### config.mk
export PLATFORM = sky130hd
export DESIGN_NAME = mdu_div_ctrl
export DESIGN_NICKNAME = d
export VERILOG_FILES = /design/src/rtl/mdu_div_ctrl_pkg.sv /design/src/rtl/mdu_div_ctrl_div_step.sv /design/src/rtl/mdu_div_ctrl.sv
export SDC_FILE = /design/constraint.sdc
export NUM_CORES = 1
export LEC_CHECK = 0
export CAP_MARGIN = 10
export CORE_MARGIN = 2
export CORE_UTILIZATION = 33
export DETAILED_ROUTE_END_ITERATION = 10
export DONT_BUFFER_PORTS = 1
export PLACE_DENSITY_LB_ADDON = 0.1
export SYNTH_ARGS = -nofsm -noshare
export SYNTH_HDL_FRONTEND = slang
export SYNTH_HIERARCHICAL = 1
export SYNTH_SLANG_ARGS = --single-unit
export TNS_END_PERCENT = 50
### constraint.sdc
create_clock -name clk -period 5.6 [get_ports clk]
set_input_delay 1.12 -clock clk [delete_from_list [all_inputs] [get_ports clk]]
set_output_delay 1.12 -clock clk [all_outputs]
set_load 0.005 [all_outputs]
### src/rtl/mdu_div_ctrl_pkg.sv
// Shared encodings for the divide sequencer: op codes, FSM states and helpers.
// Build option MDU_DIV_FASTPATH_EN (see mdu_div_ctrl.sv) does not affect this file.
package mdu_div_ctrl_pkg;

  localparam logic [1:0] DIV_OP_DIV  = 2'b00;
  localparam logic [1:0] DIV_OP_DIVU = 2'b01;
  localparam logic [1:0] DIV_OP_REM  = 2'b10;
  localparam logic [1:0] DIV_OP_REMU = 2'b11;

  localparam logic [31:0] DIV_OVF_DIVIDEND = 32'h8000_0000;

  typedef enum logic [1:0] {
    MDU_ST_IDLE = 2'd0,
    MDU_ST_RUN  = 2'd1,
    MDU_ST_FIX  = 2'd2,
    MDU_ST_DONE = 2'd3
  } mdu_state_e;

  // Bit 0 clear selects the signed flavour, bit 1 set selects remainder.
  function automatic logic op_is_signed(input logic [1:0] op);
    return ~op[0];
  endfunction

  function automatic logic op_is_rem(input logic [1:0] op);
    return op[1];
  endfunction

endpackage

### src/rtl/mdu_div_ctrl_div_step.sv
// One radix-2 restoring division iteration: shift in the next dividend bit,
// trial-subtract the divisor, keep or restore the partial remainder.
module mdu_div_ctrl_div_step #(
  parameter int WIDTH = 32
) (
  input  logic [WIDTH:0]   rem,
  input  logic [WIDTH-1:0] quo,
  input  logic [WIDTH-1:0] divisor,
  output logic [WIDTH:0]   rem_next,
  output logic [WIDTH-1:0] quo_next
);

  logic [WIDTH+1:0] shifted;
  logic [WIDTH+1:0] diff;

  // The extra top bit of diff is the explicit borrow of the trial subtraction.
  always_comb begin
    shifted = {rem, quo[WIDTH-1]};
    diff    = shifted - {2'b00, divisor};
    if (!diff[WIDTH+1]) begin
      rem_next = diff[WIDTH:0];
      quo_next = {quo[WIDTH-2:0], 1'b1};
    end else begin
      rem_next = shifted[WIDTH:0];
      quo_next = {quo[WIDTH-2:0], 1'b0};
    end
  end

endmodule

### src/rtl/mdu_div_ctrl.sv
// DIV/DIVU/REM/REMU sequencer: IDLE -> RUN (WIDTH steps) -> FIX -> DONE.
// Define MDU_DIV_FASTPATH_EN to send div-by-zero, signed overflow and op2==1 straight to FIX.
module mdu_div_ctrl
  import mdu_div_ctrl_pkg::*;
#(
  parameter int WIDTH = 32
) (
  input  logic             clk,
  input  logic             rst,
  input  logic             start,
  input  logic [1:0]       div_op,
  input  logic [WIDTH-1:0] op1,
  input  logic [WIDTH-1:0] op2,
  input  logic             flush,
  output logic             busy,
  output logic             done,
  output logic [WIDTH-1:0] result
);

  localparam int CW = $clog2(WIDTH);
  localparam logic [WIDTH-1:0] MIN_VAL = {1'b1, {(WIDTH-1){1'b0}}};

  mdu_state_e state_reg, state_next;

  logic [1:0]       op_reg;
  logic [WIDTH-1:0] op1_reg, divisor_reg, quo_reg, result_reg;
  logic [WIDTH:0]   rem_reg;
  logic [CW-1:0]    cnt_reg;
  logic             q_neg_reg, r_neg_reg, div0_reg, ovf_reg;

  logic             start_accept, sgn, a_neg, b_neg, in_div0, in_ovf;
  logic [WIDTH-1:0] abs1, abs2, q_fix, r_fix, fix_value;
  logic [WIDTH:0]   rem_step;
  logic [WIDTH-1:0] quo_step;

  assign start_accept = (state_reg == MDU_ST_IDLE) && start && !flush;
  assign sgn     = op_is_signed(div_op);
  assign a_neg   = sgn & op1[WIDTH-1];
  assign b_neg   = sgn & op2[WIDTH-1];
  assign abs1    = a_neg ? (~op1 + 1'b1) : op1;
  assign abs2    = b_neg ? (~op2 + 1'b1) : op2;
  assign in_div0 = (op2 == '0);
  assign in_ovf  = sgn && (op1 == MIN_VAL) && (op2 == '1);

  mdu_div_ctrl_div_step #(.WIDTH(WIDTH)) u_step (
    .rem      (rem_reg),
    .quo      (quo_reg),
    .divisor  (divisor_reg),
    .rem_next (rem_step),
    .quo_next (quo_step)
  );

  always_ff @(posedge clk or posedge rst) begin
    if (rst) state_reg <= MDU_ST_IDLE;
    else     state_reg <= state_next;
  end

  always_comb begin
    state_next = state_reg;
    case (state_reg)
      MDU_ST_IDLE: if (start_accept) begin
`ifdef MDU_DIV_FASTPATH_EN
        state_next = (in_div0 || in_ovf || (op2 == {{(WIDTH-1){1'b0}}, 1'b1}))
                     ? MDU_ST_FIX : MDU_ST_RUN;
`else
        state_next = MDU_ST_RUN;
`endif
      end
      MDU_ST_RUN: begin
        if (flush)                              state_next = MDU_ST_IDLE;
        else if (cnt_reg == CW'(WIDTH - 1))     state_next = MDU_ST_FIX;
      end
      MDU_ST_FIX:  state_next = flush ? MDU_ST_IDLE : MDU_ST_DONE;
      MDU_ST_DONE: state_next = MDU_ST_IDLE;
      default:     state_next = MDU_ST_IDLE;
    endcase
  end

  always_comb begin
    busy = (state_reg != MDU_ST_IDLE);
    done = (state_reg == MDU_ST_DONE);
  end

  // Special cases override whatever the iterations produced.
  always_comb begin
    q_fix = q_neg_reg ? (~quo_reg + 1'b1) : quo_reg;
    r_fix = r_neg_reg ? (~rem_reg[WIDTH-1:0] + 1'b1) : rem_reg[WIDTH-1:0];
    if (div0_reg)     fix_value = op_is_rem(op_reg) ? op1_reg : '1;
    else if (ovf_reg) fix_value = op_is_rem(op_reg) ? '0 : MIN_VAL;
    else              fix_value = op_is_rem(op_reg) ? r_fix : q_fix;
  end

  always_ff @(posedge clk or posedge rst) begin
    if (rst) begin
      op_reg      <= '0;
      op1_reg     <= '0;
      divisor_reg <= '0;
      rem_reg     <= '0;
      quo_reg     <= '0;
      cnt_reg     <= '0;
      q_neg_reg   <= 1'b0;
      r_neg_reg   <= 1'b0;
      div0_reg    <= 1'b0;
      ovf_reg     <= 1'b0;
      result_reg  <= '0;
    end else begin
      if (start_accept) begin
        op_reg      <= div_op;
        op1_reg     <= op1;
        divisor_reg <= abs2;
        rem_reg     <= '0;
        quo_reg     <= abs1;
        cnt_reg     <= '0;
        q_neg_reg   <= a_neg ^ b_neg;
        r_neg_reg   <= a_neg;
        div0_reg    <= in_div0;
        ovf_reg     <= in_ovf;
      end else if (state_reg == MDU_ST_RUN) begin
        rem_reg <= rem_step;
        quo_reg <= quo_step;
        cnt_reg <= cnt_reg + 1'b1;
      end
      if (state_reg == MDU_ST_FIX && !flush)
        result_reg <= fix_value;
    end
  end

  assign result = result_reg;

endmodule
======== Word-level counts from Yosys, hierarchy flattened ========
Index checks and enable logic that the tools add are counted.
cells by class
  add/sub/neg operators ................... 6
  equal/unequal tests ..................... 8
  reduce and logical (&&, ||, !) cells .... 11
  bitwise logic cells ..................... 8
  multiplexer cells ....................... 22
operator list
  cell                                                             number
  32-bit two-way mux                                               11
  32-bit by 1-bit adder with 32-bit output, second input constant  4
  32-bit NOT                                                       4
  33-bit two-way mux                                               3
  32-bit == test, second input constant                            2
  34-bit by 32-bit subtractor with 34-bit output                   1
  32-bit zero test                                                 1
  5-bit two-way mux                                                2
  2-bit two-way mux                                                4
  2-bit one-hot mux with 4 select lines                            1
  5-bit by 1-bit adder with 5-bit output, second input constant    1
  5-bit == test, second input constant                             1
  1-bit logical AND                                                5
  2-bit == test, second input constant                             2
  2-bit nonzero test                                               2
  3-bit inequality test, second input constant                     1
  1-bit bitwise AND                                                2
  2-bit by 1-bit == test with 1-bit output, second input constant  1
  2-bit zero test                                                  1
  2-bit inequality test, second input constant                     1
  2-bit AND reduction                                              1
  1-bit zero test                                                  1
  1-bit two-way mux                                                1
  1-bit NOT                                                        1
  1-bit bitwise XOR                                                1
storage, ports and cells
  register bits after elaboration ......... 174
  output and inout bits ................... 34
  input port bits ......................... 70
  logic and storage cells ................. 67

======== Depth between registers and ports, before layout ========
Gate-level depths: netlist of run 1.
  depth in word-level cells ............... 6
  mapped depth ............................ 15
  gate-level depth less buffers ........... 14

======== Cells and area by module ========
The synthesis of run 1 kept the hierarchy.
by module, submodules not included
  module                 cells each  area each (um^2)  sequential area each (um^2)  instances
  mdu_div_ctrl           1232        10269.8           4329.2                       1
  mdu_div_ctrl_div_step  368         2424.8            0.0                          1

======== Least setup slack after synthesis of run 1 ========
Ideal clock, no wire load.
  kind .................................... input -> register
  start point ............................. in op1[13]
  end point ............................... reg quo_reg[22]
  stages on the path ...................... 6
  library setup time ...................... 0.094 ns
  arrival time ............................ 2.964 ns
  slack ................................... 2.542 ns
  data required time ...................... 5.506 ns
  path buffers ............................ 0
  path through ............................ or4_1 -> or3_1 -> nor4b_4 -> nand3b_1 -> mux2i_1 -> a211oi_1
on the way
  word-level cells in the longest chain between the ends .. 4
ends and longest elaborated chain
  what                                      RTL line             RTL
  from (decl)                               mdu_div_ctrl.sv:12   input logic [WIDTH-1:0] op1,
  32-bit NOT                                mdu_div_ctrl.sv:40   assign abs1 = a_neg ? (~op1 + 1'b1) : op1;
  32-bit by 1-bit adder with 32-bit output  mdu_div_ctrl.sv:40
  32-bit two-way mux                        mdu_div_ctrl.sv:40
  32-bit two-way mux                        mdu_div_ctrl.sv:107  if (start_accept) begin
  to (signal assigned)                      mdu_div_ctrl.sv:112  quo_reg <= abs1;
  to (signal assigned)                      mdu_div_ctrl.sv:120  quo_reg <= quo_step;
  to (decl)                                 mdu_div_ctrl.sv:26   logic [WIDTH-1:0] op1_reg, divisor_reg, quo_reg, result_reg;
Every way passes these cells.
A chain may end at the register's enable or synchronous reset.

======== Worst setup path in the final report of run 1 ========
  start point ............................. reg rem_reg[9]
  end point ............................... reg rem_reg[25]
on the way
  word-level cells in the longest chain between the ends .. 4
ends and longest elaborated chain
  what                                            RTL line                     RTL
  from (decl)                                     mdu_div_ctrl.sv:27           logic [WIDTH:0] rem_reg;
  from (signal assigned)                          mdu_div_ctrl.sv:119          rem_reg <= rem_step;
  34-bit by 32-bit subtractor with 34-bit output  mdu_div_ctrl_div_step.sv:19  diff = shifted - {2'b00, divisor};
  33-bit two-way mux                              mdu_div_ctrl_div_step.sv:20  if (!diff[WIDTH+1]) begin
  named net rem_step[25]                          mdu_div_ctrl.sv:33           logic [WIDTH:0] rem_step;
  33-bit two-way mux                              mdu_div_ctrl.sv:118          end else if (state_reg == MDU_ST_RUN) begin
  33-bit two-way mux                              mdu_div_ctrl.sv:107
The timed path passes the listed nets, and every way through them passes these cells. The select of a mux whose other input is x is not followed.

==> results of run 1 <==
## how the worst min path moves through the flow
stage | endpoint | slack [ns] | depth (start not counted)
2_1_floorplan | op1_reg[10]$_DFFE_PP0P_ | 0.44 | 2
3_5_place_dp | op1_reg[29]$_DFFE_PP0P_ | 0.46 | 2
5_1_grt | op1_reg[23]$_DFFE_PP0P_ | 0.49 | 2
4_1_cts | op1_reg[29]$_DFFE_PP0P_ | 0.47 | 2
6_report | op1_reg[29]$_DFFE_PP0P_ | 0.47 | 2
3_3_place_gp | op1_reg[29]$_DFFE_PP0P_ | 0.45 | 2
## critical path, cell delays in order, from the launching register on
cell	delay (ns)
dfrtp_1	0.48
ha_1	0.44
a21oi_1	0.34
nor3_1	0.10
o311ai_0	0.33
a31o_2	0.24
o41ai_4	0.11
a41oi_2	0.32
xor2_4	0.25
buf_4	0.50
mux2_1	0.37
nand2_1	0.06
a21oi_1	0.07
## metrics by stage
step	area [um2]	total power, mW	setup WS (ns)	utilization (%)	hold slack, ns
2_1_floorplan	12700	4.030	2.269	-	0.4403
3_3_place_gp	12880	4.531	1.915	34.12	0.4539
3_5_place_dp	12880	4.547	1.852	34.12	0.4574
4_1_cts	13500	5.875	1.819	35.76	0.4744
5_1_grt	13500	6.294	1.567	35.76	0.4939
6_report	13500	5.822	1.816	35.76	0.4692
## power by group through the flow
stage                     registers [mW]  logic [mW]  clock network (mW)
final                               1.91        2.62                1.30
after global routing                1.96        2.95                1.38
after CTS                           1.91        2.63                1.34
after detailed placement            1.94        2.61                   0
after global placement              1.93        2.60                   0
after floorplan                     1.77        2.26                   0
## final cells by class
| class | instances | area share [%] |
|---|---|---|
| Clock buffer | 18 | 3.178 |
| Sequential cell | 173 | 32.06 |
| Clock inverter | 14 | 1.418 |
| Timing Repair Buffer | 14 | 0.9637 |
| Multi-Input combinational cell | 1248 | 55.92 |
| Inverter | 61 | 1.723 |
| Tap cell | 511 | 4.735 |
## layer usage
metal,GRT usage (%),vias up,wire [um]
met2,33.41,240,19460
li1,-,5465,-
met1,27.77,5344,18990
met3,3.498,32,1762
met4,5.144,0,640
met5,0,-,0
## cell families after synthesis
| group | after synthesis |
|---|---|
| fa+ha+maj | 40 |
| simple gates | 612 |
| mux | 17 |
| flops | 173 |
| buf+inv | 179 |
| xor+xnor | 132 |
| compound gates | 447 |
## placed cells by master (no fill, tap or decap), types with 20 or more instances in the layout
cell type	synthesis	routed
nor3_1	21	21
xor2_1	60	59
a31oi_1	20	20
nor2_1	104	103
o21ai_0	125	125
nor4_1	22	22
o21ai_1	28	28
o41ai_1	21	21
inv_1	60	59
o31ai_1	36	36
dfrtp_1	173	173
nand2_1	335	335
xnor2_1	72	72
ha_1	39	39
a21oi_1	105	105
==> results.toml, run 1 <==
[run_status]
status = "completed"

[min_path]
hp-class = "register to register"
min_from = "op1_reg[29]$_DFFE_PP0P_"

[final_layout]
regArea_um2 = 4329
diodes = 0
largest_reg_flops = 33
fin_cells = 2039
layout.nets = 1625
area_growth_pct = 6.367
multi_input_area_um2 = 7551
drive_gt1_share_pct = 5.236
num-fill-cells = 3997

[synth]
synth_area_um2 = 12690
yosys.cell_count.top_type = "nand2_1"
synth-edff-count = 0
ys.flop_type = "dfrtp_1"
ys_ff_latch = 173
synthSimpleGateAreaFrac_pct = 22.13
ys_seq_area_share_pct = 34.10
synth_top_family_by_area = "compound AO/OA/AOI/OAI gates"
synth_top_area_share_pct = 34.10
yosys-top-cells-area = "dfrtp_1, nand2_1, xnor2_1"
synth_top_cell_by_area = "dfrtp_1"
synth_compound_area_share_pct = 22.57
synthMuxAreaShare_pct = 1.370
ys_async_sr_fraction_pct = 100.0
syn_nets = 1710
syn-mean-instance-area_um2 = 7.934
synth_xor_area_share_pct = 9.107
synthTopCellsByCount = "nand2_1, dfrtp_1, o21ai_0"
syn_inst = 1600
ys_types = 81
synth_fa_ha_area_share_pct = 4.002
yosysWarnings = 6

[pwr]
power.share.clock_pct = 22.2
netSwitchingFraction_pct = 43.01
p_int_mw = 3.318
powerDensity_nw_per_um2 = 431.1
p_sw_mw = 2.504
pwr-share-seq_pct = 32.8
ir_drop_v = 0.0002498
leakagePower_nw = 5.559
p_comb_share_pct = 45.0

[critical_path]
critPathMaxFanout = 58
cp-endpoint = "rem_reg[25]$_DFFE_PP0P_"
r2r_start = "rem_reg[9]$_DFFE_PP0P_"
endpoint_kind = "register"
r2r-end = "rem_reg[25]$_DFFE_PP0P_"
crit_start = "rem_reg[9]$_DFFE_PP0P_"
arrival_ns = 4.09
cp.required_ns = 5.91
criticalPathCategory = "register to register"
start_kind = "register"
r2r_cells = 12
r2r_slack_ns = 1.82

[timing]
report.final.hold_viol_count = 0
finalCritPeriodShare_pct = 67.57
maxSlewHeadroom_pct = 23.43
rsz0062_at_grt = "false"
fin_setup_tns_ns = 0
maxSlewViolCount = 0
tightest_slew_ns = 1.146
fin_crit_ns = 3.784
max_freq_mhz = 264.3
finalSetupViolations = 0
skew_ns = 0.009904

[detailed_routing]
wl_mm = 40.85
drtIter0Drc = 841
ant_nets = 0
num_vias = 11080
drt-vias-per-instance = 5.435
wl_per_cell_um = 20.03
firstDrtPassIters = 5
drc = 0

[cts]
cts_max_level = 4
cts_resized = 0
cts_buffer_depth = 2
worstSkewPairLatency_ns = 0.45
cts_hold_buffers = 0
cts_tree = "yes"
cts_buffers = 17
clkSinkCount = 173
postCtsSetupBuffers = 0
cts_root_buffer = "clkbuf_16"
clk_pin_slew_ns = 0.07

[place]
dp_cells = 2007
globalplace.congestion = 0.8275
dp_hpwl_mm = 29.43
io_buffers = 0

[grt]
antenna_found_initial = 1
grt_usage_pct = 20.36
grt_max_degree = 141
grt_pass1_vias = 10840
grt_pass1_wl_mm = 64.47
grt_overflow_total = 0

[floorplanning]
core_um2 = 37760
chipHeight_um = 200.1
initial_core_util_pct = 33.62
ioPinCount = 104
fp.dieW_um = 200.1
rows = 71
die_area_um2 = 40050

[run]
cap_violations = 0
No activity file was read; power rests on OpenSTA's default activity.
==> run 2, diff against run 1 <==
- clock period: 5.6 -> 3.5 ns (I/O delays scaled with it)
==> results.toml, run 2 (synthesized netlist as in run 1, its figures left out) <==
[run_status]
status = "completed"

[cts]
cts_max_level = 4
cts_hold_buffers = 0
clk_pin_slew_ns = 0.07
clkSinkCount = 173
worstSkewPairLatency_ns = 0.45
cts_buffers = 17
cts_buffer_depth = 2
cts_root_buffer = "clkbuf_16"
cts_tree = "yes"

[timing]
fin_setup_tns_ns = 0
maxSlewViolCount = 0
finalSetupViolations = 0
max_freq_mhz = 312.9
tightest_slew_ns = 0.9455
maxSlewHeadroom_pct = 36.48
rsz0062_at_grt = "false"
finalCritPeriodShare_pct = 91.30
fin_crit_ns = 3.196
skew_ns = 0.02062
report.final.hold_viol_count = 0

[floorplanning]
initial_core_util_pct = 33.62
chipHeight_um = 200.1
fp.dieW_um = 200.1
ioPinCount = 104
core_um2 = 37760
die_area_um2 = 40050
rows = 71

[final_layout]
drive_gt1_share_pct = 8.805
final_cell_mix = "nand2_1, dfrtp_1, o21ai_0, a21oi_1, nor2_1"
layout_commonest_cell = "nand2_1"
num-fill-cells = 4010
diodes = 0
final_area_um2 = 13980
largest_reg_flops = 33
fin_util_pct = 37.02
area_growth_pct = 10.09
layout.nets = 1688
fin_cells = 2101

[grt]
grt_overflow_total = 0
grt_pass1_vias = 11150
grt_max_degree = 72
grt_usage_pct = 20.91
grt_pass1_wl_mm = 66.29
antenna_found_initial = 1

[pwr]
power.share.clock_pct = 20.4
p_sw_mw = 4.109
pwr-share-seq_pct = 30.1
p_int_mw = 5.505
power.total_mw = 9.614
p_comb_share_pct = 49.5
ir_drop_v = 0.0003673
leakagePower_nw = 5.854
powerDensity_nw_per_um2 = 687.9
netSwitchingFraction_pct = 42.74

[place]
dp_cells = 2066
io_buffers = 0
dp_hpwl_mm = 31.47
placed_area_um2 = 13360
globalplace.congestion = 0.8610

[critical_path]
critPathMaxFanout = 45
endpoint_kind = "register"
cp.required_ns = 3.87
cp_slowest_cell = "dfrtp_1"
crit_buf_inv = 1
crit_path_max_incr_delay_ns = 0.38
cpLargestDelayFamily = "compound AO/OA/AOI/OAI gates"
criticalPathCategory = "register to register"
cp_cell_sequence = "ha_1 -> a21o_1 -> a221o_1 -> or3_1 -> a21oi_2 -> o21ai_1 -> a41oi_2 -> xor2_4 -> buf_12 -> nand2_1 -> o21ai_1 -> nand2_1 -> a21oi_1"
arrival_ns = 3.56
start_kind = "register"

[detailed_routing]
num_vias = 11370
ant_nets = 0
drc = 0
drt-vias-per-instance = 5.411
wl_per_cell_um = 19.87
drtIter0Drc = 654
wl_mm = 41.75
firstDrtPassIters = 5

[min_path]
hp-class = "input pin to async pin"

[run]
cap_violations = 0
run 2: cell count changes in the layout (fill, tap and decap cells not counted):
cell        change
inv_6           -1
buf_12          +3
bufinv_16       -2
clkinv_2        -3
o21ai_4         +1
clkbuf_1        +2
clkbuf_8        +2
buf_4          +60
clkinvlp_4      +2
o21ai_2         -1
inv_8           -1
run 2: per-layer routing:
layer,global-route usage [%],routed length [um],vias to the layer above
met3,3.856,1686,37
met2,34.10,19630,191
li1,-,-,5577
met5,0,0,-
met4,5.864,900,0
met1,28.29,19530,5564
run 2: worst paths after layout:
check | from | end | slack, ns | depth (start not counted)
max | rem_reg[23]$_DFFE_PP0P_ | rem_reg[3]$_DFFE_PP0P_ | 0.30 | 13
min | rst | result[21]$_DFFE_PP0P_ | 0.16 | 1
max reg2reg | rem_reg[23]$_DFFE_PP0P_ | rem_reg[3]$_DFFE_PP0P_ | 0.30 | 13
min reg2reg | op1_reg[9]$_DFFE_PP0P_ | op1_reg[9]$_DFFE_PP0P_ | 0.48 | 2
max in group asynchronous | rst | op1_reg[10]$_DFFE_PP0P_ | 2.57 | 2
min in group clk | flush | state_reg[1]$_DFFE_PP0P_ | 0.30 | 1
run 2: worst register-to-register path, cell delays in order, from the launching register on:
cell and delay (ns):
dfrtp_1 0.38, ha_1 0.38, a21o_1 0.22, a221o_1 0.33, or3_1 0.34, a21oi_2 0.18, o21ai_1 0.10, a41oi_2 0.28
xor2_4 0.29, buf_12 0.25, nand2_1 0.11, o21ai_1 0.07, nand2_1 0.06, a21oi_1 0.14
run 2: final cells by class:
type                            instances  area, um2  share of cell area [%]
Multi-Input combinational cell       1248       7559                   54.08
Sequential cell                       173       4329                   30.98
Timing Repair Buffer                   77      640.6                   4.584
Tap cell                              511      639.4                   4.575
Clock buffer                           22      464.2                   3.321
Inverter                               61      232.7                   1.665
Clock inverter                          9      111.4                  0.7968
run 2: per-stage QoR:
step,worst slack (ns),hold WS [ns]
4_1_cts,0.2069,0.1665
6_report,0.3044,0.1572
3_3_place_gp,0.2506,0.4557
5_1_grt,0.009062,0.1748
3_5_place_dp,0.2390,0.4582
2_1_floorplan,0.5787,0.4403
run 2: power by group through the flow:
stage / combinational, mW / clock (mW) / sequential, mW
after floorplan: 3.62 / 0 / 2.83
after global placement: 4.63 / 0 / 2.93
after detailed placement: 4.65 / 0 / 2.93
after CTS: 4.69 / 2.02 / 2.90
after global routing: 5.34 / 2.10 / 2.95
final: 4.76 / 1.96 / 2.89
run 2: what timing repair did:
item,4_1_cts,5_1_grt
gates resized for setup,0,1
setup buffers,0,4
setup endpoints to repair,0,20
==> edit 1, RTL diff (flow settings as in run 2) <==
Build with the macro `MDU_DIV_FASTPATH_EN` defined.
--- a/src/rtl/mdu_div_ctrl.sv
+++ b/src/rtl/mdu_div_ctrl.sv
@@ -1,4 +1,6 @@
 // DIV/DIVU/REM/REMU sequencer: IDLE -> RUN (WIDTH steps) -> FIX -> DONE.
 // Define MDU_DIV_FASTPATH_EN to send div-by-zero, signed overflow and op2==1 straight to FIX.
+`define MDU_DIV_FASTPATH_EN
+
 module mdu_div_ctrl
   import mdu_div_ctrl_pkg::*;
Function: changed (Yosys sat finds a counterexample within 4 cycles, from zero or initial values and one cycle with rst high).
==> edit 1 against run 2 <==
  * Routed wire length rose by 0.53%
  * Synthesized area rose by 2.1%
  * Sequential cell count did not move
  * Setup slack got worse by 0.044 ns
  * Clock skew fell by 0.0045 ns
  * Cell area rose by 0.47%
  * Total power rose by 18%
  * Hold slack got worse by 0.037 ns
==> edit 1: results (changes against run 2) <==
synthesis:
  synth_area_leaders: "dfrtp_1, nand2_1, xnor2_1, o21ai_0, a21oi_1"
  synthTopCellsByCount: "nand2_1, dfrtp_1, o21ai_0"
  yosysSeqAreaShare: 0.3340  # -0.006980
  ys_types: 89  # +9.9%
  syn_nets: 1700  # -0.58%
worst_setup_path:
  path_max_fanout: 8  # -82%
  reg2reg_to: "result[31]"
  arrival_ns: 3.61  # +0.05 ns
  timing.rr.start: "quo_reg[7]"
  worst-r2r-setup-slack_ns: 0.26  # -0.04 ns
  rr_worst_depth: 6  # -7
placement:
  place_congestion: 0.8279  # -3.8%
  placed_area_um2: 13380  # +0.14%
  dp_hpwl_um: 30840  # -2.0%
drt:
  num_vias: 11330  # -0.34%
  wirelength_um: 41970  # +0.53%
  firstDrtPassIters: 7  # +2
  drtIter0Drc: 680  # +4.0%
power_and_ir_drop:
  leakage_nw: 5.835  # -0.34%
  peakVddDrop_mv: 0.4069  # +11%
  p_sw_mw: 4.760  # +16%
global_route:
  antenna_found_initial: 0  # -1
  grt.total_usage: 0.2068  # -0.002244
  grt_pass1_wl_um: 65870  # -0.64%
sta:
  skew_ns: 0.01614  # -0.004476 ns
  hold_ws_ns: 0.1205  # -0.03669 ns
  tightest_slew_ns: 0.9550  # +0.009568 ns
layout:
  drive_above_1_share: 0.1050  # +0.01694
  fin_nets: 1641  # -2.8%
  largest_reg_flops: 33  # unchanged
outcome:
  status: "finished, final reports clean"
edit 1: cells by family (layout without fill, tap and decap cells):
logic type                 count (synthesis)  in the layout  synth area share
DFF                                      173            173            0.3340
AOI/OAI and AO/OA                        443            443            0.2242
and+or+nand+nor                          582            582            0.2078
adders and majority gates                 41             41           0.04016
muxes                                     37             37           0.03814
xor gates and xnor gates                 131            131           0.08853
other                                      0              1                 0
buffers and inverters                    182            136           0.06719
edit 1: critical path: stages (launching register included):
cell,delay (ns)
dfrtp_1,0.49
nor4_1,0.66
nand3_1,0.44
o41ai_1,0.94
xor2_1,0.16
a22o_1,0.28
a41oi_1,0.19
edit 1: power groups by stage:
stage                     clock network (mW)  logic, mW  registers (mW)
final                                   2.18       5.99            3.18
after detailed placement                   0       5.96            3.23
after floorplan                            0       4.93            2.99
after global routing                    2.30       6.63            3.26
after global placement                     0       5.96            3.22
after CTS                               2.23       5.99            3.19
edit 1: final cells by class:
| cell class | instances | area, um2 |
|---|---|---|
| tap | 518 | 648.1 |
| timing repair buffer | 44 | 392.9 |
| clock inverter | 14 | 206.4 |
| antenna | 1 | 2.502 |
| sequential | 173 | 4329 |
| clock buffer | 18 | 439.2 |
| fill | 4138 | 24700 |
| multi-input combinational | 1234 | 7794 |
| inverter | 60 | 229.0 |
edit 1: how the worst max path moves through the flow:
stage | from | endpoint | slack (ns) | cells past startpoint
2_1_floorplan | rst | cnt_reg[0] | 0.59 | 1
3_3_place_gp | rem_reg[2] | rem_reg[4] | 0.34 | 13
4_1_cts | rem_reg[2] | rem_reg[4] | 0.22 | 13
3_5_place_dp | rem_reg[2] | rem_reg[3] | 0.25 | 13
6_report | quo_reg[7] | result[31] | 0.26 | 6
5_1_grt | divisor_reg[1] | rem_reg[4] | 0.03 | 14
edit 1: per-layer routing:
metal,routed length [um],up-vias,track usage
met1,18920,5560,0.2755
li1,-,5499,-
met2,20430,241,0.3468
met5,0,-,0
met3,2024,30,0.04063
met4,593,0,0.04614
edit 1: metrics by stage:
step,setup slack [ns],std cells,util
floorplan,0.5893,1589,-
global placement,0.3372,2029,0.3454
detailed placement,0.2491,2029,0.3454
CTS,0.2228,2061,0.3621
global route,0.02870,2061,0.3624
finish,0.2605,2062,0.3625
==> edit 2, RTL diff (flow settings as in run 2) <==
Made on the original files. The 4 states of `mdu_state_e` get a one-hot encoding in 4 bits.
--- a/src/rtl/mdu_div_ctrl_pkg.sv
+++ b/src/rtl/mdu_div_ctrl_pkg.sv
@@ -10,9 +10,9 @@
   localparam logic [31:0] DIV_OVF_DIVIDEND = 32'h8000_0000;
 
-  typedef enum logic [1:0] {
-    MDU_ST_IDLE = 2'd0,
-    MDU_ST_RUN  = 2'd1,
-    MDU_ST_FIX  = 2'd2,
-    MDU_ST_DONE = 2'd3
+  typedef enum logic [3:0] {
+    MDU_ST_IDLE = 4'b0001,
+    MDU_ST_RUN  = 4'b0010,
+    MDU_ST_FIX  = 4'b0100,
+    MDU_ST_DONE = 4'b1000
   } mdu_state_e;
 
Check against the original RTL: no difference found for any inputs over 10 cycles, from zero or initial values and one cycle with rst high; not proved beyond that.
==> edit 2 against run 2 <==
  * Sequential power is 3% lower
  * Sequential cell count is 2 higher
  * Cell count is 0.14% higher
  * Routed wire length is 3.6% higher
  * Non-clock buffer count is 21 lower
  * Count of clock-buffer cells in the layout is 2 lower
  * Setup slack worse by 0.057 ns
  * Total power is 6.3% lower
  * Synthesized area is 3.3% higher
  * Via count is 0.69% higher
  * Critical endpoint is now rem_reg[4]
  * Critical path type unchanged
  * Sequential share of layout area is 0.12 points lower
  * Cell area is 1.6% higher
==> edit 2: results (changes against run 2) <==
outcome:
  status: "finished, final reports clean"
layout:
  num-clock-buffers: 20  # -9.1%
  largest_reg_flops: 33  # unchanged
  nNonClkInverters: 64  # +4.9%
  multi_input_gates: 1252  # +0.32%
  sh_seq_area: 0.3085  # -0.001212
  multi_input_area_share: 0.5523  # +0.01151
  clock_area_frac: 0.04062  # -0.0005650
  n_all_buffers: 56  # -27%
  bufAreaShareNonClock: 0.03489  # -0.01095
  antennaDiodeCount: 1  # +1
  fillerInstances: 4206  # +4.9%
  drive_above_1_share: 0.1039  # +0.01588
synthesis:
  synth-main-ff-cell: "dfrtp_1"
  ys_types: 97  # +20%
  async_flop_share: 1.000  # unchanged
  ys_seq_elements: 175  # +1.2%
  syn_nets: 1723  # +0.76%
  yosysSeqAreaShare: 0.3342  # -0.006829
  synth_area_leaders: "dfrtp_1, nand2_1, xnor2_1, a21oi_1, o21ai_0"
  yosysWarnings: 6  # unchanged
  synthTopCellsByCount: "nand2_1, dfrtp_1, a21oi_1"
global_route:
  grt_start_max_net_pins: 97  # +35%
  antenna_found_initial: 2  # +1
  grt_use_met3: 0.05145  # +0.01289
  grt_util_met2: 0.3393  # -0.001675
  use_met1: 0.2897  # +0.006765
  grt.total_usage: 0.2115  # +0.002479
  grt_pass1_vias: 11120  # -0.29%
  grt_pass1_wl_um: 67500  # +1.8%
clocking:
  cts_buffers: 17  # unchanged
  path_clk_slew_ns: 0.08
  clock_latency_ns: 0.45  # about the same
drt:
  firstDrtPassIters: 7  # +2
  wl_met3_um: 2489  # +48%
  routed.top_layer: "met5"
  drtIter0Drc: 841  # +29%
  wirelength_um: 43250  # +3.6%
  met1Wirelength_um: 20070  # +2.8%
  wl_met2_um: 20100  # +2.4%
  vias_per_cell: 5.441  # +0.54%
worst_setup_path:
  cpMaxStageDelayCell: "dfrtp_2"
  arrival_ns: 3.56  # about the same
  rr_worst_depth: 14  # +1
  slowest_delay_ns: 0.41  # +0.03 ns
  path_max_fanout: 8  # -82%
sta:
  slew_viol_final: 0  # unchanged
  skew_ns: 0.01297  # -0.007641 ns
  tightest_slew_ns: 0.9768  # +0.03133 ns
power_and_ir_drop:
  p_seq_mw: 2.80  # -3%
  peakVddDrop_mv: 0.3517  # -4.3%
  leakage_nw: 6.130  # +4.7%
  combinationalPower_mw: 4.23  # -11%
  p_sw_mw: 3.660  # -11%
placement:
  io_buffers: 0  # unchanged
  dp_hpwl_um: 31880  # +1.3%
  placed_area_um2: 13600  # +1.8%
  place_congestion: 0.8274  # -3.9%
die:
  die_area_um2: 41330  # +3.2%
min_path:
  hold_class: "in2async"
## edit 2: cell count changes in the layout (fill, tap and decap cells not counted), moves of 5 or more
cell      delta
a21oi_1     +16
a221oi_1     -6
a31oi_1     +10
buf_4       -22
mux2_4      +24
nand2_1     -20
nor2_1       -5
nor4_1       +6
o21ai_0      -6
o21ai_1     -25
o31ai_1     -10
o41ai_1      -5
or3_1        +6
## edit 2: what timing repair did
item,CTS,global route
setup buffers,0,1
setup endpoints to repair,0,23
resized for setup,0,1
endpoints found under the hold margin,0,0
## edit 2: logic make-up (layout without fill, tap and decap cells)
kind of cell,count (synthesis),in the layout,synth area share
AO/OA/AOI/OAI,433,433,0.2149
multiplexers,39,39,0.03923
XOR/XNOR,133,133,0.08887
flip-flops,175,175,0.3342
other,0,1,0
AND/OR/NAND/NOR,607,607,0.2156
buffers and inverters,186,151,0.06844
adder cells (fa/ha/maj),40,40,0.03876
## edit 2: per-stage QoR
stage	total power [mW]	hold WS (ns)	worst slack, ns	utilization	std cells
finish	9.012	0.2214	0.2471	0.3599	2104
global route	9.631	0.2521	0.05438	0.3598	2103
CTS	9.056	0.2151	0.1326	0.3593	2102
detailed placement	7.036	0.4564	0.1577	0.3447	2071
global placement	7.007	0.4524	0.2538	0.3447	2071
floorplan	6.191	0.4390	0.5622	-	1613
## edit 2: worst paths after layout
check	start	to	slack (ns)
worst max-delay path	quo_reg[31]	rem_reg[4]	0.25
worst min-delay path	rst	result[26]	0.22
worst max register to register	quo_reg[31]	rem_reg[4]	0.25
worst min register to register	op1_reg[31]	op1_reg[31]	0.47
max in group asynchronous	rst	cnt_reg[4]	2.29
min in group clk	flush	state_reg[2]	0.32
